<file path="src/rtl/comar_share_encoder.sv">
// Two-share reused-mask encoder: share0 = data ^ mask, share1 = mask, one mask per REUSE_COUNT words.
// Optional macro ENC_ZERO_MASK_REJECT_EN: an all-zero randomness word is consumed but never loaded as mask.
module comar_share_encoder #(
  parameter int WIDTH       = 8,
  parameter int REUSE_COUNT = 4
) (
  input  logic             clk,
  input  logic             rst,
  input  logic [WIDTH-1:0] in_data,
  input  logic             in_valid,
  output logic             in_ready,
  input  logic [WIDTH-1:0] rnd,
  input  logic             rnd_valid,
  output logic             rnd_ready,
  output logic [WIDTH-1:0] share0,
  output logic [WIDTH-1:0] share1,
  output logic             out_valid,
  input  logic             out_ready
);

  typedef enum logic {FETCH, RUN} state_t;

  localparam logic [7:0] RC = 8'(REUSE_COUNT);

  state_t           r_state;
  logic [WIDTH-1:0] r_mask;
  logic [7:0]       r_use_cnt;
  logic [WIDTH-1:0] r_share0;
  logic [WIDTH-1:0] r_share1;
  logic             r_out_valid;

  logic             w_accept;
  logic             w_rnd_take;
  logic             w_mask_load;
  logic [7:0]       w_cnt_next;

  assign in_ready   = !rst && (r_state == RUN) && (!r_out_valid || out_ready);
  assign rnd_ready  = !rst && (r_state == FETCH);
  assign w_accept   = in_valid && in_ready;
  assign w_rnd_take = rnd_valid && rnd_ready;
  assign w_cnt_next = r_use_cnt + 8'd1;

`ifdef ENC_ZERO_MASK_REJECT_EN
  assign w_mask_load = w_rnd_take && (rnd != '0);
`else
  assign w_mask_load = w_rnd_take;
`endif

  always_ff @(posedge clk) begin
    if (rst) begin
      r_state     <= FETCH;
      r_mask      <= '0;
      r_use_cnt   <= '0;
      r_share0    <= '0;
      r_share1    <= '0;
      r_out_valid <= 1'b0;
    end else begin
      // Output register drains independently of the FSM, so a pending word survives a refresh.
      if (w_accept) begin
        r_share0    <= in_data ^ r_mask;
        r_share1    <= r_mask;
        r_out_valid <= 1'b1;
      end else if (out_ready) begin
        r_out_valid <= 1'b0;
      end

      case (r_state)
        FETCH: begin
          if (w_mask_load) begin
            r_mask    <= rnd;
            r_use_cnt <= '0;
            r_state   <= RUN;
          end
        end
        RUN: begin
          if (w_accept) begin
            r_use_cnt <= w_cnt_next;
            if (w_cnt_next == RC) r_state <= FETCH;
          end
        end
        default: r_state <= FETCH;
      endcase
    end
  end

  assign share0    = r_share0;
  assign share1    = r_share1;
  assign out_valid = r_out_valid;

endmodule

</file>
<file path="config.mk">
export PLATFORM = sky130hd
export DESIGN_NAME = comar_share_encoder
export DESIGN_NICKNAME = d
export VERILOG_FILES = /design/src/rtl/comar_share_encoder.sv
export SDC_FILE = /design/constraint.sdc
export NUM_CORES = 1
export LEC_CHECK = 0
export CAP_MARGIN = 10
export CORE_MARGIN = 3
export CORE_UTILIZATION = 41
export DETAILED_ROUTE_END_ITERATION = 8
export PLACE_DENSITY = 0.72
export SLEW_MARGIN = 20
export SYNTH_ARGS = -nofsm -noshare
export SYNTH_HDL_FRONTEND = slang
export SYNTH_SLANG_ARGS = --single-unit
export TNS_END_PERCENT = 10
</file>
<file path="constraint.sdc">
create_clock -name clk -period 1.5 [get_ports clk]
set_clock_uncertainty 0.1 [all_clocks]
set_input_delay 0.45 -clock clk [delete_from_list [all_inputs] [get_ports clk]]
set_output_delay 0.45 -clock clk [all_outputs]
set_load 0.05 [all_outputs]
</file>
==> run_results.csv <==
group,metric,value,unit
synth,yosysWarnings,0,
timing,rsz0062_at_grt,"yes",
worst_setup_path,worst-r2r-cell-count,7,
place,dp.cells,264,
layout,layout_common_cells,"31 x dfxtp_1, 27 x nand2_1, 20 x buf_12, 20 x buf_4, 17 x clkdlybuf4s50_1",
place,io_buffers,39,
timing,clock.fmax,604,MHz
timing,hold_violations,0,
die,core,0.00339,mm^2
worst_setup_path,required,0.95,ns
worst_setup_path,cpMaxStageDelayCell,"dfxtp_2",
grt,grtUsageMet3,4.42,%
grt,antenna_found_initial,0,
clocking,cts-htree-levels,2,
grt,grt_max_degree,20,
worst_setup_path,crit_type,"reg -> out",
die,die_w,65.9,um
worst_setup_path,worstPathMaxFanout,2,
timing,slew_viol_final,0,
layout,nNetsFinal,251,
synth,synth_top_family_by_area,"simple AND/OR/NAND/NOR gates",
layout,n_antenna_cell,0,
power_and_ir_drop,vdd_drop_max,0.607,mV
grt,met1_usage,22.4,%
min_path,hold_path_class,"reg -> reg",
clocking,cts_buffer_depth,2,
worst_setup_path,slowest_delay,0.33,ns
routing,drc_errors,0,
synth,synth_xor_area_share,5.36,%
synth,ys_async_sr_fraction,0,%
routing,wl_per_cell,13.7,um
power_and_ir_drop,total_power,1.98,mW
routing,vias_per_cell,5.21,
routing,wl,3780,um
routing,drt_iter0_drc,91,
synth,synth-edff-count,0,
worst_setup_path,setup.worst_path.start_class,"flip-flop",
die,initial_core_util,43.4,%
clocking,insertion_delay,0.33,ns
worst_setup_path,cp.arrival,1.11,ns
layout,synthToLayoutAreaGrowth,61.3,%
worst_setup_path,critical_path.cell_chain,"and2b_1 > and2_4 > buf_8",
timing,hold-worst-slack,0.391,ns
die,die-area,0.00434,mm^2
synth,muxShareOfSynthArea,0.680,%
grt,globalRouteTotalUtil,18.8,%
layout,drive_gt1_share,30.0,%
clocking,clk_pin_slew,0.10,ns
min_path,hp-start,"r_mask[1]$_SDFFE_PP0P_",
power_and_ir_drop,p_per_area,833,mW/mm^2
clocking,numCtsBuffers,5,
place,hpwlAfterDp,2740,um
synth,synth_cell_type_count,35,
grt,grt_busiest_layer,"met2",
timing,tns,-0.357,ns
layout,final_common_cell,"dfxtp_1",
status,status,"complete, but fails checks",
place,gp_routability_congestion,0.740,
routing,ant_nets,0,
synth,ys_seq_area_share,46.3,%
grt,globalRouteOverflowTotal,0,
synth,yosys.area_share.simple,21.8,%
synth,synthFlopType,"dfxtp_1",
timing,finalCritPeriodShare,110,%
synth,synth-seq-cells,34,
grt,grt_pass1_wl,6290,um
grt,grt_use_met2,32.4,%
synth,syn_inst,171,
synth,synth_top_area_cell,"dfxtp_1",
layout,final_util,70.0,%
worst_setup_path,crit_start,"r_state$_SDFF_PP0_",
worst_setup_path,endpoint_kind,"output port",
min_path,hold_depth,2,
clocking,cts_tree,"built",
timing,slew-limit-headroom,82.4,%
worst_setup_path,r2r-end,"r_use_cnt[2]$_SDFFE_PP0P_",
status,failed_checks,"negative setup slack",
grt,grt_pass1_vias,1352,
die,io_pins,40,
clocking,ctsHoldBuffers,0,
power_and_ir_drop,p_leak,0.859,nW
clocking,root_buffer,"clkbuf_4",
synth,syn_area,0.00147,mm^2
layout,final_area,0.00237,mm^2
worst_setup_path,r2r_slack,0,ns
run,maxCapViolations,0,
place,place_area,0.00219,mm^2
layout,stdcell_count,276,
timing,worst_slack,-0.156,ns
place,post-place-ws,-0.696,ns
timing,worst_pin_slew,0.262,ns
timing,setup_viol,5,
worst_setup_path,reg2reg_from,"out_valid$_SDFFE_PP0P_",
clocking,cts_sinks,34,
synth,syn_avg_cell_area,8.60,um^2
synth,synth_top_area_share,46.3,%
routing,drt_pre_antenna_iters,4,
die,die_y,65.9,um
synth,syn_nets,193,
synth,synth-compound-area-share,19.8,%
synth,synthTopCellsByArea,"dfxtp_1 46%, nand2_1 6.9%, a21oi_1 5.8%, a211oi_1 5.1%, xnor2_1 4.8%",
synth,yosys.area_share.adder,0.850,%
routing,vias,1437,
timing,post-route-min-period,1.66,ns
min_path,min_to,"share1[1]$_SDFFE_PP0P_",
die,num_rows,21,
==> sequential cells by signal, summed over array words and instances, names as in the netlist <==
register / cells
r_state: 1
share0: 8
out_valid: 1
share1: 8
r_use_cnt: 8
r_mask: 8
==> worst max-delay path by stage <==
stage | endpoint | cells after the start
after detailed placement | r_use_cnt[3]$_SDFFE_PP0P_ | 6
after global routing | in_ready | 3
after floorplan | in_ready | 2
after global placement | in_ready | 4
final | in_ready | 3
after CTS | in_ready | 3
==> final cells by class <==
type	instances	area, um^2
tap	46	57.6
inverter	2	7.51
timing repair buffer	62	773
clock inverter	1	30.0
multi-input combinational	124	776
clock buffer	7	45.0
sequential	34	684
fill	263	1020
==> Yosys cell counts (2+ instances only) <==
library cell / n
a21oi_1: 17
o21ai_0: 9
inv_1: 2
nand2b_1: 10
buf_4: 2
buf_2: 2
xnor2_1: 8
a31oi_1: 2
o21a_1: 2
dfxtp_1: 34
clkbuf_1: 5
a211oi_2: 2
a211oi_1: 10
nand2_1: 27
nor2_1: 12
nand3_1: 8
==> cells by family (layout without fill, tap and decap cells) <==
group           after synthesis  in the layout
fa+ha+maj                     1              1
flops                        34             34
xor+xnor                      9              9
simple gates                 67             67
mux                           1              1
compound gates               46             46
buf+inv                      13             72
==> per-layer routing <==
metal | share of wire [%] | vias up
met5 | 0 | -
met4 | 0.77 | 0
met3 | 5.0 | 2
met2 | 54 | 32
met1 | 40 | 697
li1 | - | 706
==> critical path, delay by kind of cell, from the launching register on <==
| family | cells | cell delay [ns] |
|---|---|---|
| flops | 1 | 0.33 |
| simple gates | 2 | 0.30 |
| buf+inv | 1 | 0.14 |
==> timing repair <==
action	in CTS	in global routing
endpoints found under the setup margin	35	21
pin swaps	3	4
setup buffers	4	0
gates resized for setup	17	9
hold endpoints to repair	0	0
==> where the power goes <==
part | total (mW) | switching [mW] | internal (mW)
Clock | 0.647 | 0.293 | 0.354
Sequential | 0.968 | 0.0327 | 0.935
Combinational | 0.361 | 0.169 | 0.193
Total | 1.98 | 0.495 | 1.48
No activity file was read; power rests on OpenSTA's default activity.
